### src/rtl/pipeline_stall_ctrl_pkg.sv
// Shared constants for the pipeline stall sequencer: stall vectors, stall bit
// positions, controller state encodings and the priority merge helper.
package pipeline_stall_ctrl_pkg;

    localparam logic [5:0] STALL_NONE = 6'b000000;
    localparam logic [5:0] STALL_ID   = 6'b000111;
    localparam logic [5:0] STALL_EX   = 6'b001111;
    localparam logic [5:0] STALL_MEM  = 6'b011111;

    localparam int STALL_BIT_PC     = 0;
    localparam int STALL_BIT_IF_ID  = 1;
    localparam int STALL_BIT_ID_EX  = 2;
    localparam int STALL_BIT_EX_MEM = 3;
    localparam int STALL_BIT_MEM_WB = 4;
    localparam int STALL_BIT_WB     = 5;

    localparam logic [1:0] CTRL_IDLE    = 2'd0;
    localparam logic [1:0] CTRL_MC_RUN  = 2'd1;
    localparam logic [1:0] CTRL_MC_DONE = 2'd2;

    // Later stages win: a memory stall must also freeze everything upstream.
    function automatic logic [5:0] stall_vec(input logic mem_req, input logic ex_req,
                                             input logic id_req);
        if (mem_req)
            return STALL_MEM;
        else if (ex_req)
            return STALL_EX;
        else if (id_req)
            return STALL_ID;
        else
            return STALL_NONE;
    endfunction

endpackage

### src/rtl/pipeline_stall_ctrl_mc_countdown.sv
// Load/decrement/freeze counter that tracks the remaining multi-cycle EX stall.
// Decrement is suppressed at zero so the count can never wrap.
module mc_countdown #(
    parameter int CNT_W = 5
) (
    input  logic             clk,
    input  logic             rst,
    input  logic             load,
    input  logic [CNT_W-1:0] load_val,
    input  logic             dec,
    output logic             cnt_zero,
    output logic             cnt_one
);

    logic [CNT_W-1:0] cnt_reg;

    always_ff @(posedge clk or negedge rst) begin
        if (!rst)
            cnt_reg <= '0;
        else if (load)
            cnt_reg <= load_val;
        else if (dec && !cnt_zero)
            cnt_reg <= cnt_reg - CNT_W'(1);
    end

    assign cnt_zero = (cnt_reg == '0);
    assign cnt_one  = (cnt_reg == CNT_W'(1));

endmodule

### src/rtl/pipeline_stall_ctrl.sv
// Central stall sequencer: merges decode/execute/memory stall requests and runs the
// multi-cycle EX countdown. Optional perf counters when PIPE_STALL_CNT_EN is defined.
module pipeline_stall_ctrl
    import pipeline_stall_ctrl_pkg::*;
#(
    parameter int CNT_W = 5
) (
    input  logic             clk,
    input  logic             rst,
    input  logic             id_stallreq,
    input  logic             ex_mc_start,
    input  logic [CNT_W-1:0] ex_mc_len,
    input  logic             mem_stallreq,
    output logic [5:0]       stall,
    output logic             ex_mc_done,
    output logic             busy
`ifdef PIPE_STALL_CNT_EN
    ,
    output logic [31:0]      stall_cycles,
    output logic [15:0]      mc_ops
`endif
);

    logic [1:0] state_reg;
    logic [1:0] state_next;
    logic       done_reg;
    logic       ex_stall;
    logic       cnt_load;
    logic       cnt_dec;
    logic       cnt_zero;
    logic       cnt_one;
    logic       mc_entry;

    assign mc_entry = (state_reg == CTRL_IDLE) && ex_mc_start && (ex_mc_len != '0);

    mc_countdown #(
        .CNT_W (CNT_W)
    ) u_countdown (
        .clk      (clk),
        .rst      (rst),
        .load     (cnt_load),
        .load_val (ex_mc_len - CNT_W'(1)),
        .dec      (cnt_dec),
        .cnt_zero (cnt_zero),
        .cnt_one  (cnt_one)
    );

    always_comb begin
        state_next = state_reg;
        ex_stall   = 1'b0;
        cnt_load   = 1'b0;
        cnt_dec    = 1'b0;
        case (state_reg)
            CTRL_IDLE: begin
                // Entry is taken even under a memory stall; the op has already been seen.
                if (mc_entry) begin
                    ex_stall = 1'b1;
                    if (ex_mc_len == CNT_W'(1)) begin
                        state_next = CTRL_MC_DONE;
                    end else begin
                        cnt_load   = 1'b1;
                        state_next = CTRL_MC_RUN;
                    end
                end
            end
            CTRL_MC_RUN: begin
                ex_stall = 1'b1;
                if (!mem_stallreq) begin
                    cnt_dec = 1'b1;
                    if (cnt_one || cnt_zero)
                        state_next = CTRL_MC_DONE;
                end
            end
            CTRL_MC_DONE: begin
                if (!mem_stallreq)
                    state_next = CTRL_IDLE;
            end
            default: state_next = CTRL_IDLE;
        endcase
    end

    always_ff @(posedge clk or negedge rst) begin
        if (!rst) begin
            state_reg <= CTRL_IDLE;
            done_reg  <= 1'b0;
        end else begin
            state_reg <= state_next;
            done_reg  <= (state_next == CTRL_MC_DONE);
        end
    end

    // Held at zero while reset is asserted so no stage is frozen during reset.
    assign stall      = rst ? stall_vec(mem_stallreq, ex_stall, id_stallreq) : STALL_NONE;
    assign ex_mc_done = done_reg;
    assign busy       = (state_reg != CTRL_IDLE);

`ifdef PIPE_STALL_CNT_EN
    logic [31:0] stall_cycles_reg;
    logic [15:0] mc_ops_reg;

    always_ff @(posedge clk or negedge rst) begin
        if (!rst) begin
            stall_cycles_reg <= '0;
            mc_ops_reg       <= '0;
        end else begin
            if ((stall != STALL_NONE) && (stall_cycles_reg != '1))
                stall_cycles_reg <= stall_cycles_reg + 32'd1;
            if (mc_entry && (mc_ops_reg != '1))
                mc_ops_reg <= mc_ops_reg + 16'd1;
        end
    end

    assign stall_cycles = stall_cycles_reg;
    assign mc_ops       = mc_ops_reg;
`endif

endmodule
### config.mk
export PLATFORM = sky130hd
export DESIGN_NAME = pipeline_stall_ctrl
export DESIGN_NICKNAME = d
export VERILOG_FILES = /design/src/rtl/pipeline_stall_ctrl_pkg.sv /design/src/rtl/pipeline_stall_ctrl_mc_countdown.sv /design/src/rtl/pipeline_stall_ctrl.sv
export SDC_FILE = /design/constraint.sdc
export NUM_CORES = 1
export LEC_CHECK = 0
export ABC_AREA = 1
export CAP_MARGIN = 25
export CELL_PAD_IN_SITES_DETAIL_PLACEMENT = 0
export CELL_PAD_IN_SITES_GLOBAL_PLACEMENT = 1
export CORE_MARGIN = 5
export CORE_UTILIZATION = 34
export DETAILED_ROUTE_END_ITERATION = 8
export PLACE_DENSITY = 0.86
export REMOVE_ABC_BUFFERS = 1
export SLEW_MARGIN = 30
export SYNTH_ARGS = -nofsm -noshare
export SYNTH_HDL_FRONTEND = slang
export SYNTH_SLANG_ARGS = --single-unit
### constraint.sdc
create_clock -name clk -period 1.4 [get_ports clk]
set_clock_uncertainty 0.1 [all_clocks]
set_input_delay 0.14 -clock clk [delete_from_list [all_inputs] [get_ports clk]]
set_output_delay 0.14 -clock clk [all_outputs]
set_load 0.005 [all_outputs]
==> impl_metrics.toml <==
[outcome]
status = "finished, violations left"
failed_checks = "negative setup slack"

[sta]
grt_setup_unrepaired = "true"
fmaxAchievable_ghz = 0.622
final_period_minus_worst_setup_slack_ps = 1610
period_share_pct = 115
finalHoldViolations = 0
maxSlewViolCount = 0
final-setup-viol-count = 8
final.setup.worst_slack_ps = -208

[die]
die_height_um = 56.6
core_area_mm2 = 0.00202
die_area_mm2 = 0.00321
floorplan.die.width_um = 56.6
i_o_pin_count = 18
start_util_pct = 36.6
row_count = 16

[yosys]
register_bit_total_from_synthesis = 8
ys_top_cells_by_area = "sky130_fd_sc_hd__dfrtp_1, sky130_fd_sc_hd__nand2_1, sky130_fd_sc_hd__ha_1"
ys_types = 25
synth.yosys.seq_area_share_pct = 27.1
mappedNetlistArea_um2 = 739
synthesized_instance_count = 104
share_of_synthesized_flip_flops_with_an_asynchronous_set_or_reset_pct = 100
synth-main-ff-cell = "sky130_fd_sc_hd__dfrtp_1"
synth_enable_flop_cells = 0
synthesis.area_per_instance_um2 = 7.11
post-synth-top-count-cell = "sky130_fd_sc_hd__nand2_1"
synth_top_cell_area_share_pct = 27.1
synth.largest_area_cell = "sky130_fd_sc_hd__dfrtp_1"
top_cells_by_count_synth = "sky130_fd_sc_hd__nand2_1, sky130_fd_sc_hd__inv_1, sky130_fd_sc_hd__dfrtp_1"
synth.yosys.warnings = 0

[worst_setup_path]
worstPathRequired_ps = 1160
crit_path_largest_cell_delay_ps = 390
crit_fanout = 2
worst-path-buf-inv = 3
cp-start-kind = "register"
largest_delay_share_family_worst_path = "flip-flops"
worstSetupEndpointType = "output pin"
cp_cell_sequence = "inv_2 -> nand2_4 -> nor2_4 -> nand2_4 -> a31oi_4 -> buf_6 -> buf_6"
critical-path-slowest-cell = "sky130_fd_sc_hd__dfrtp_1"
critPathArrivalTime_ps = 1370
path_class = "reg2out"

[routing]
drtIter0Drc = 10
routed_via_density = 4.68
routed-via-count = 791
drc_errors = 0
antenna_violating_nets_post_route = 0
detail_route.wl_per_cell_um = 12.2
postRouteWirelength_um = 2070
drtPass1Iterations = 4

[power]
maximum_vdd_ir_drop_uv = 633
design_power_total_mw = 1.73
total_leakage_power_nw = 0.580
power_density_mw_per_mm2 = 1490

[final_layout]
multi_input_combinational_cell_area_um2 = 509
ff_latch_area_um2 = 200
count_of_non_filler_cells_in_the_finished_layout = 169
final_layout_size_suffix_gt1_share_pct = 38.7
filler_cell_count = 187
design.final.nets = 160
layout-area-overhead-vs-synth_pct = 56.5
largest_register_ff_count = 5
antennaDiodeCount = 0

[clocking]
clock_sinks = 8
cts_buffer_depth = 2
insertion_delay_ps = 250
cts_inserted_buffers = 3
clkSlewWorstSetupHoldPaths_ps = 60
root_buffer = "sky130_fd_sc_hd__clkbuf_4"
tritoncts_clock_tree = "done"
htree_num_levels = 1

[global_route]
globalRoute.totalOverflow = 0
number_of_global_route_vias_before_repair = 768
pin_count_of_the_biggest_net_entering_global_routing = 9
number_of_antenna_violations_at_the_first_check_in_global_routing = 0
grt_first_pass_wirelength_um = 3220
global_route.usage.total_pct = 13.1

[place]
detailed_place_hpwl_um = 1450
post-place-cells = 159
place.gp.congestion = 0.761
dp_worst_setup_slack_ps = -744
numPortBuffers = 16

[flow_run]
timing.max_cap.violations = 0

[hold_path]
hold_path_class = "in2reg"
[timing repair]
| item | CTS | global route |
|---|---|---|
| pin swaps | 4 | 5 |
| buffers inserted | 4 | 2 |
| gates resized for setup | 31 | 13 |
| hold endpoints to repair | 8 | 0 |
| cloned | 1 | 0 |
| hold buffers | 1 | 0 |
| endpoints found under the setup margin | 10 | 11 |
[logic make-up (layout without fill, tap and decap cells)]
| logic type | count (synthesis) | after routing | share of synthesized area, % |
|---|---|---|---|
| buf+inv | 20 | 57 | 12.0 |
| simple gates | 56 | 57 | 38.6 |
| xor+xnor | 4 | 4 | 4.74 |
| compound gates | 9 | 9 | 6.94 |
| other cells | 1 | 1 | 0.507 |
| fa+ha+maj | 6 | 6 | 10.2 |
| flops | 8 | 8 | 27.1 |
[routing by layer]
metal | share of wire [%] | GRT usage (%) | up-vias
met5 | 0 | 0 | -
met4 | 3.7 | 8.47 | 0
met3 | 4.6 | 0.917 | 7
met2 | 56 | 25.1 | 25
met1 | 35 | 13.2 | 360
li1 | - | - | 399
[cell type report]
| class | count | area share [%] |
|---|---|---|
| multi-input cells | 77 | 44.0 |
| repair buffers | 37 | 28.1 |
| flip-flops and latches | 8 | 17.3 |
| inverters | 17 | 5.73 |
| well taps | 27 | 2.92 |
| clock buffers | 3 | 1.95 |
[worst paths after layout]
check | start | to | slack [ps] | cells after the start
hold reg to reg | u_countdown.cnt_reg[1] | u_countdown.cnt_reg[1] | 440 | 2
hold / removal | ex_mc_len[0] | u_countdown.cnt_reg[0] | 230 | 3
max in group asynchronous | rst | u_countdown.cnt_reg[2] | 530 | 4
setup reg to reg | state_reg[0] | u_countdown.cnt_reg[4] | -60 | 10
min in group asynchronous | rst | ex_mc_done | 540 | 4
setup / recovery | state_reg[0] | stall[2] | -210 | 7
[stage by stage]
step           TNS, ps  hold slack (ps)  instance area (um^2)  util [%]
3_3_place_gp     -4800              397                  1020      50.6
2_1_floorplan        0             -256                   717         -
6_report          -970              230                  1160      57.2
3_5_place_dp     -5330              408                  1020      50.6
4_1_cts           -645              231                  1100      54.3
5_1_grt          -1520              240                  1160      57.2
[cells in the final DEF, fill, tap and decap left out, types with 6 or more instances in the layout]
cell                              Yosys  layout
sky130_fd_sc_hd__nand2_1             30      26
sky130_fd_sc_hd__nand2_2              5       6
sky130_fd_sc_hd__nor2_1               7       6
sky130_fd_sc_hd__clkdlybuf4s50_1      0       7
sky130_fd_sc_hd__inv_1               13      10
sky130_fd_sc_hd__inv_2                3       6
sky130_fd_sc_hd__buf_4                3      15
sky130_fd_sc_hd__buf_6                0       7
sky130_fd_sc_hd__dfrtp_1              8       8
[worst min-delay path: cells and delay by family]
family | cells | cell delay [ps]
buffers and inverters | 2 | 330
AOI/OAI and AO/OA | 1 | 60
[power by group]
| part | switching, mW | internal, mW |
|---|---|---|
| Combinational | 0.618 | 0.504 |
| Clock | 0.0752 | 0.0979 |
| Sequential | 0.0962 | 0.335 |
| Total | 0.789 | 0.937 |
Note: power is estimated with default switching activity, not from simulation.
